### src/rtl/poly_requester.sv
// Request-side initiator for the polynomial evaluator: buffers operand sets,
// issues them one at a time, and returns tagged results downstream.
// Optional result checker is compiled in when POLY_REQ_CHECK_EN is defined.
module poly_requester #(
    parameter int DEPTH   = 4,
    parameter int TIMEOUT = 16
) (
    input  logic        clock,
    input  logic        reset,
    input  logic        req_valid,
    output logic        req_ready,
    input  logic [7:0]  req_x,
    input  logic [15:0] req_a,
    input  logic [15:0] req_b,
    input  logic [15:0] req_c,
    output logic        ev_enable,
    input  logic        ev_ready,
    input  logic        ev_valid,
    input  logic [15:0] ev_result,
    output logic [7:0]  ev_x,
    output logic [15:0] ev_a,
    output logic [15:0] ev_b,
    output logic [15:0] ev_c,
    output logic        res_valid,
    input  logic        res_ready,
    output logic [15:0] res_data,
    output logic [7:0]  res_seq,
    output logic        busy,
    output logic        error,
    output logic        mismatch,
    output logic [1:0]  dbg_state
);

    // Handshakes: a transfer happens on a rising edge where valid and ready are
    // both high. A source holds valid and its payload until that edge; the sink
    // may raise or drop ready at will. req_* and res_* both follow this rule.

    localparam int AW = (DEPTH > 1) ? $clog2(DEPTH) : 1;
    localparam int TW = $clog2(TIMEOUT);
    localparam logic [AW:0]   FULL_CNT  = (AW+1)'(DEPTH);
    localparam logic [TW-1:0] WAIT_LAST = TW'(TIMEOUT - 1);

    localparam logic [1:0] S_IDLE  = 2'd0;
    localparam logic [1:0] S_ISSUE = 2'd1;
    localparam logic [1:0] S_WAIT  = 2'd2;
    localparam logic [1:0] S_HOLD  = 2'd3;

    logic [1:0]    state;
    logic [TW-1:0] wait_cnt;
    logic          timeout_hit;

    logic [7:0]    mem_x   [DEPTH];
    logic [15:0]   mem_a   [DEPTH];
    logic [15:0]   mem_b   [DEPTH];
    logic [15:0]   mem_c   [DEPTH];
    logic [7:0]    mem_seq [DEPTH];

    logic [AW-1:0] wr_ptr;
    logic [AW-1:0] rd_ptr;
    logic [AW:0]   count;
    logic [AW:0]   count_next;
    logic [7:0]    seq_ctr;
    logic          push;
    logic          pop;

    logic [7:0]    head_x;
    logic [15:0]   head_a;
    logic [15:0]   head_b;
    logic [15:0]   head_c;
    logic [7:0]    head_seq;

    assign push        = req_valid & req_ready;
    assign timeout_hit = (wait_cnt == WAIT_LAST);
    // The head leaves the FIFO only once its request has finished, so an
    // in-flight request still occupies a slot.
    assign pop         = (state == S_WAIT) & (ev_valid | timeout_hit);

    assign head_x   = mem_x[rd_ptr];
    assign head_a   = mem_a[rd_ptr];
    assign head_b   = mem_b[rd_ptr];
    assign head_c   = mem_c[rd_ptr];
    assign head_seq = mem_seq[rd_ptr];

    assign busy      = (state != S_IDLE);
    assign dbg_state = state;

    always_comb begin
        count_next = count;
        if (push && !pop) begin
            count_next = count + 1'b1;
        end else if (!push && pop) begin
            count_next = count - 1'b1;
        end
    end

    always_ff @(posedge clock) begin
        if (push) begin
            mem_x[wr_ptr]   <= req_x;
            mem_a[wr_ptr]   <= req_a;
            mem_b[wr_ptr]   <= req_b;
            mem_c[wr_ptr]   <= req_c;
            mem_seq[wr_ptr] <= seq_ctr;
        end
    end

    // req_ready is registered from the next occupancy so it reads 0 in reset.
    always_ff @(posedge clock or negedge reset) begin
        if (!reset) begin
            wr_ptr    <= '0;
            rd_ptr    <= '0;
            count     <= '0;
            seq_ctr   <= 8'd0;
            req_ready <= 1'b0;
        end else begin
            count     <= count_next;
            req_ready <= (count_next != FULL_CNT);
            if (push) begin
                wr_ptr  <= wr_ptr + 1'b1;
                seq_ctr <= seq_ctr + 8'd1;
            end
            if (pop) begin
                rd_ptr <= rd_ptr + 1'b1;
            end
        end
    end

    always_ff @(posedge clock or negedge reset) begin
        if (!reset) begin
            state     <= S_IDLE;
            wait_cnt  <= '0;
            ev_enable <= 1'b0;
            ev_x      <= 8'd0;
            ev_a      <= 16'd0;
            ev_b      <= 16'd0;
            ev_c      <= 16'd0;
            res_valid <= 1'b0;
            res_data  <= 16'd0;
            res_seq   <= 8'd0;
            error     <= 1'b0;
        end else begin
            ev_enable <= 1'b0;
            case (state)
                S_IDLE: begin
                    if ((count != '0) && ev_ready) begin
                        state     <= S_ISSUE;
                        ev_enable <= 1'b1;
                        ev_x      <= head_x;
                        ev_a      <= head_a;
                        ev_b      <= head_b;
                        ev_c      <= head_c;
                    end
                end
                S_ISSUE: begin
                    state    <= S_WAIT;
                    wait_cnt <= '0;
                end
                S_WAIT: begin
                    // A result arriving on the timeout cycle is still taken.
                    if (ev_valid) begin
                        state     <= S_HOLD;
                        res_valid <= 1'b1;
                        res_data  <= ev_result;
                        res_seq   <= head_seq;
                    end else if (timeout_hit) begin
                        state <= S_IDLE;
                        error <= 1'b1;
                    end else begin
                        wait_cnt <= wait_cnt + 1'b1;
                    end
                end
                S_HOLD: begin
                    if (res_ready) begin
                        state     <= S_IDLE;
                        res_valid <= 1'b0;
                    end
                end
                default: begin
                    state <= S_IDLE;
                end
            endcase
        end
    end

`ifdef POLY_REQ_CHECK_EN
    logic [15:0] x16;
    logic [15:0] poly_val;
    logic [15:0] exp_val;

    // Low 16 bits of a product depend only on the low 16 bits of its factors,
    // so evaluating in 16-bit context equals the full-width result mod 2^16.
    assign x16      = {8'h00, ev_x};
    assign poly_val = ev_a * x16 * x16 + ev_b * x16 + ev_c;

    always_ff @(posedge clock or negedge reset) begin
        if (!reset) begin
            exp_val  <= 16'd0;
            mismatch <= 1'b0;
        end else begin
            if (state == S_ISSUE) begin
                exp_val <= poly_val;
            end
            if ((state == S_WAIT) && ev_valid && (ev_result != exp_val)) begin
                mismatch <= 1'b1;
            end
        end
    end
`else
    assign mismatch = 1'b0;
`endif

endmodule

### config.mk
export PLATFORM = sky130hd
export DESIGN_NAME = poly_requester
export DESIGN_NICKNAME = d
export VERILOG_FILES = /design/src/rtl/poly_requester.sv
export SDC_FILE = /design/constraint.sdc
export NUM_CORES = 1
export LEC_CHECK = 0
export ABC_CLOCK_PERIOD_IN_PS = 7000
export BUFFER_PORTS_ARGS = -buffer_cell sky130_fd_sc_hd__buf_2
export CAP_MARGIN = 20
export CORE_MARGIN = 2
export CORE_UTILIZATION = 60
export DETAILED_ROUTE_END_ITERATION = 16
export PLACE_DENSITY = 0.87
export SLEW_MARGIN = 10
export SYNTH_ARGS = -nofsm -noshare
export SYNTH_HDL_FRONTEND = slang
export SYNTH_SLANG_ARGS = --single-unit
### constraint.sdc
create_clock -name clock -period 7 [get_ports clock]
set_clock_uncertainty 0.05 [all_clocks]
set_input_delay 1.75 -clock clock [delete_from_list [all_inputs] [get_ports clock]]
set_output_delay 1.75 -clock clock [all_outputs]
set_load 0.01 [all_outputs]
After elaboration in Yosys (flattened, before gate mapping)
Memory sizes are Yosys's and may differ from the RTL's. A register that Yosys moved wholly into a read port is not among the register bits.
Index checks and enable logic that the tools add are counted.
{"block": "word_totals", "register_bits": 41, "ramBits": 256, "input_bits": 78, "out_inout_bits": 88, "wordCells": 75, "memories": 5}
{"name": "mem_a", "depth": 4, "word_bits": 16, "rd": 1, "rd_ports_with_merged_regs": 1, "write_ports": 1, "line": "53", "text": "logic [15:0] mem_a [DEPTH];"}
{"name": "mem_b", "depth": 4, "word_bits": 16, "rd": 1, "rd_ports_with_merged_regs": 1, "write_ports": 1, "line": "54", "text": "logic [15:0] mem_b [DEPTH];"}
{"name": "mem_c", "depth": 4, "word_bits": 16, "rd": 1, "rd_ports_with_merged_regs": 1, "write_ports": 1, "line": "55", "text": "logic [15:0] mem_c [DEPTH];"}
{"name": "mem_seq", "depth": 4, "word_bits": 8, "rd": 1, "rd_ports_with_merged_regs": 1, "write_ports": 1, "line": "56", "text": "logic [7:0] mem_seq [DEPTH];"}
{"name": "mem_x", "depth": 4, "word_bits": 8, "rd": 1, "rd_ports_with_merged_regs": 1, "write_ports": 1, "line": "52", "text": "logic [7:0] mem_x [DEPTH];"}
{"block": "op_classes", "addsub": 6, "n_eq_ne": 11, "mux": 17, "n_bitwise": 4, "n_reduce_logical": 21}
{"operator": "$reduce_and A3 Y1", "count": 4}
{"operator": "$ne A2 B2 Y1 const B", "count": 5}
{"operator": "$add A8 B1 Y8 const B", "count": 1}
{"operator": "$mux W2", "count": 4}
{"operator": "$mux W4", "count": 2}
{"operator": "$pmux W2 S4", "count": 1}
{"operator": "$pmux W4 S2", "count": 1}
{"operator": "$logic_not A1 Y1", "count": 7}
{"operator": "$mux W1", "count": 6}
{"operator": "$mux W3", "count": 2}
{"operator": "$ne A3 B3 Y1 const B", "count": 2}
{"operator": "$reduce_bool A2 Y1", "count": 3}
{"operator": "$add A2 B1 Y2 const B", "count": 2}
{"operator": "$add A4 B1 Y4 const B", "count": 1}
{"operator": "$eq A2 B2 Y1 const B", "count": 2}
{"operator": "$eq A4 B4 Y1 const B", "count": 1}
{"operator": "$reduce_and A2 Y1", "count": 2}
{"operator": "$add A3 B1 Y3 const B", "count": 1}
{"operator": "$logic_and A1 B1 Y1", "count": 3}
{"operator": "$reduce_bool A3 Y1", "count": 1}
{"operator": "$sub A3 B1 Y3 const B", "count": 1}
{"operator": "$and A1 B1 Y1", "count": 2}
{"operator": "$eq A2 B1 Y1 const B", "count": 1}
{"operator": "$logic_not A2 Y1", "count": 1}
{"operator": "3 further kinds", "count": 3}

Logic depth before layout (Yosys ltp)
{"block": "depth", "depth_word": 7, "depth_mapped": 8, "depth_no_buf": 6}

Least setup slack after synthesis
Ideal clock, no wire load.
{"block": "synth_timing", "path_kind": "input port to flip-flop", "startpoint": "input req_valid", "endpoint": "memory mem_a[1][0] (enable)", "setup_ps": 429, "t_arrival_ps": 3308, "required_ps": 6521, "path_slack_ps": 3212, "cell_stages": 1, "n_path_buf": 0, "cell_sequence": "and3_1"}
{"block": "synth_via", "elab_chain_len": 3}
{"element": "start, declared", "line": "10", "text": "input logic req_valid,"}
{"element": "$and A1 B1 Y1", "line": "72", "text": "assign push = req_valid & req_ready;"}
{"element": "$mux W1", "line": "97", "text": "if (push) begin"}
{"element": "$mux W1 (implied by the code)", "line": "99", "text": "mem_a[wr_ptr] <= req_a;"}
{"element": "end, declared", "line": "53"}
No other way between the ends.

Final worst setup path
{"block": "layout_timing", "startpoint": "register state[0] (netlist: dbg_state[0])", "endpoint": "output busy"}
{"block": "layout_via", "elab_chain_len": 1}
{"element": "start, declared", "line": "48", "text": "logic [1:0] state;"}
{"element": "start signal, assigned", "line": "129", "text": "state <= S_IDLE;"}
{"element": "start signal, assigned", "line": "145", "text": "state <= S_ISSUE;"}
{"element": "start signal, assigned", "line": "154", "text": "state <= S_WAIT;"}
{"element": "$reduce_bool A2 Y1", "line": "84", "text": "assign busy = (state != S_IDLE);"}
{"element": "end, declared", "line": "28", "text": "output logic busy,"}
No other way between the ends.

==> summary.md <==
| Metric | Value |
|---|---|
| Run status | finished, final reports clean |
| Post-Syn Instances | 637 |
| Leakage | 5.921 nW |
| Vias in the first global route | 7234 |
| Worst hold path depth | 1 |
| Most area-consuming cells after synthesis | edfxtp_1 57%, dfrtp_1 19%, mux4_2 11% |
| # hold bufs at CTS | 0 |
| Synthesis-to-layout area growth | 16.67% |
| H-tree Lvls | 2 |
| Ports | 166 |
| DP Worst Slack | 3.581 ns |
| CTS Buffer Depth | 3 |
| Setup Crit Path Kind | reg2out |
| HPWL after DPL | 14750 um |
| Max Slew Vio Count | 0 |
| Min Clock Period, post-route | 3.325 ns |
| DRT Pass-1 Iters | 5 |
| CP max FO | 17 |
| Setup Fix Bufs, Post-CTS | 0 |
| Worst slew margin | 30.51% |
| Chip height | 154.0 um |
| Post-synth top area share | 56.98% |
| # rows | 54 |
| CTS buffer count | 37 |
| Residual DRC count | 0 |
| Crit. End Element | primary output |
| Synth Flop Type | edfxtp_1 |
| Setup tns final | 0 ns |
| Final ANT Viol Nets | 0 |
| Synthesized Nets | 724 |
| Highest-count cells in the layout ignoring fill and taps | 256 x edfxtp_1, 163 x buf_2, 103 x dfrtp_1 |
| Grt total ovfl | 0 |
| Commonest non-fill, non-tap cell in the layout | edfxtp_1 |
| Core area | 21960 um2 |
| Area leader, netlist | edfxtp_1 |
| Port bufs | 164 |
| #FFs+latches synth | 361 |
| Initial antenna violation count | 2 |
| Arrival @ worst endpoint | 1.52 ns |
| Pin count of the biggest net entering global routing | 65 |
| RSZ-0062 raised after global routing | no |
| PD cells | 441.0 nW/um2 |
| Sequential area share after synthesis | 76.45% |
| NumNets Final | 905 |
| Post-route worst setup slack | 3.675 ns |
| CP startpoint kind | flip-flop |
| Netlist cell types | 43 |
| Final Cycle Share | 47.49% |
| Initial Util | 61.44% |
| Hold crit path type | reg2reg |
| R2R Setup Slk | 4.34 ns |
| WHS Endpoint | res_seq[1] |
| Fin. Hold Viols | 0 |
| Placer Congestion | 0.7506 |
| Max cap viols | 0 |
| Ys Warns | 0 |
| Depth of the most critical reg-to-reg path | 3 |
| Routed wire length | 25810 um |
| Worst flop-to-flop path endpoint | res_seq[0] |
| Crit Reg-Reg Startpoint | rd_ptr[0] |
| Max Freq | 300.8 MHz |
| Starting DRT DRC Count | 449 |
| CTS Sinks | 361 |
| Hold path start | res_seq[1] |
| CP required | 5.20 ns |
| CTS tree | built |
| DR vias | 6641 |
| Vias per cell | 5.893 |
| Worst-Margin Slew | 1.042 ns |
| Mapped Area | 13490 um2 |
| Synth Area per Inst | 21.18 um2 |
| WL/cell | 22.90 um |
| Post-synth ARST share | 29.09% |
| Final setup violation count | 0 |
| First-pass GRT wire length | 40050 um |
| Share of post-route cells with drive strength above 1 | 44.80% |
| Maximum vdd drop | 0.3135 mV |
| DIE AREA | 23700 um2 |
| Filler cells | 1265 |
| Clk slew on worst S/H paths | 0.06 ns |
| Clk_lat worst skew | 0.51 ns |
| Post-cts sizing count | 0 |
| Number of synthesized flops with an enable pin | 256 |
| Global-route usage over all layers | 22.18% |
| Die Span X | 154.0 um |
| Root buffer cell | clkbuf_16 |
-- synthesized netlist by cell type, types with 2 or more instances --
cell	number
a21o_1	3
a21oi_1	4
a22o_1	2
a31oi_1	3
and3_1	4
buf_1	3
buf_2	12
buf_6	4
clkbuf_1	7
dfrtp_1	105
edfxtp_1	256
ha_1	9
inv_1	8
mux2_1	2
mux2_2	78
mux4_2	64
nand2_1	18
nand2b_1	2
nand3_1	5
nor2_1	2
nor2b_1	2
nor3_1	4
nor4_1	2
o21ai_0	8
or2_1	2
xnor2_1	9
xor2_1	3
-- where the power goes --
group          internal, mW  total, mW  switching [mW]
registers              2.93       3.27           0.341
clock network          1.07       1.84           0.769
logic                 0.921       1.83           0.904
-- how the worst max path moves through the flow --
stage / to / cells after the start / slack [ns] / from
after detailed placement: ev_b[11] / 5 / 3.58 / ev_ready
after global placement: ev_a[11] / 5 / 3.66 / ev_ready
final: busy / 2 / 3.68 / dbg_state[0]
after global routing: busy / 2 / 3.63 / dbg_state[0]
after floorplan: mem_a[1][0] / 1 / 3.21 / req_valid
after CTS: busy / 2 / 3.67 / dbg_state[0]
-- worst max-delay path, stage by stage (launching register included) --
cell	delay, ns
dfrtp_1	0.54
or2_1	0.33
buf_2	0.15
-- registers in the layout, summed over array words and instances, names as in the netlist, 2 cells and up --
signal     count
ev_c          16
rd_ptr         2
wr_ptr         2
mem_a         64
mem_b         64
mem_c         64
count          3
ev_b          16
res_data      16
ev_a          16
dbg_state      2
mem_seq       32
res_seq        8
seq_ctr        8
mem_x         32
ev_x           8
wait_cnt       4
-- logic make-up (layout without fill, tap and decap cells) --
logic type                 count (synthesis)  count (layout)  synth area share (%)
AOI/OAI and AO/OA                         27              27                 1.354
xor gates and xnor gates                  12              12                0.7791
adders and majority gates                  9               9                0.8347
buffers and inverters                     35             244                 1.335
DFF                                      361             361                 76.45
muxes                                    144             144                 17.36
other                                      1               2               0.02779
and+or+nand+nor                           48              48                 1.855
-- metal layers --
| metal | share of wire (%) | wire [um] | vias up | GRT usage [%] |
|---|---|---|---|---|
| li1 | - | - | 2895 | - |
| met1 | 39 | 9998 | 3456 | 28.62 |
| met2 | 53 | 13710 | 244 | 38.29 |
| met3 | 5.8 | 1486 | 44 | 4.256 |
| met4 | 2.4 | 607 | 2 | 7.788 |
| met5 | 0.050 | 13 | - | 0 |
-- layout make-up --
| class | count | area (um2) | share of cell area (%) |
|---|---|---|---|
| flip-flops and latches | 361 | 10320 | 65.56 |
| multi-input cells | 241 | 3017 | 19.17 |
| clock buffers | 53 | 1036 | 6.582 |
| repair buffers | 169 | 868.3 | 5.517 |
| well taps | 280 | 350.3 | 2.226 |
| clock inverters | 14 | 116.4 | 0.7393 |
| inverters | 8 | 30.03 | 0.1908 |
| diodes | 1 | 2.502 | 0.01590 |
-- metrics by stage --
stage | area, um2 | power [mW] | utilization [%] | hold slack, ns | instances
after floorplan | 13490 | 4.477 | - | 0.4392 | 637
after global placement | 14570 | 5.010 | 66.35 | 0.3952 | 1058
after detailed placement | 14570 | 5.145 | 66.35 | 0.4207 | 1058
after CTS | 15720 | 7.009 | 71.60 | 0.4405 | 1125
after global routing | 15740 | 7.262 | 71.68 | 0.4479 | 1127
final | 15740 | 6.941 | 71.68 | 0.4483 | 1127
Note: power is estimated with default switching activity, not from simulation.
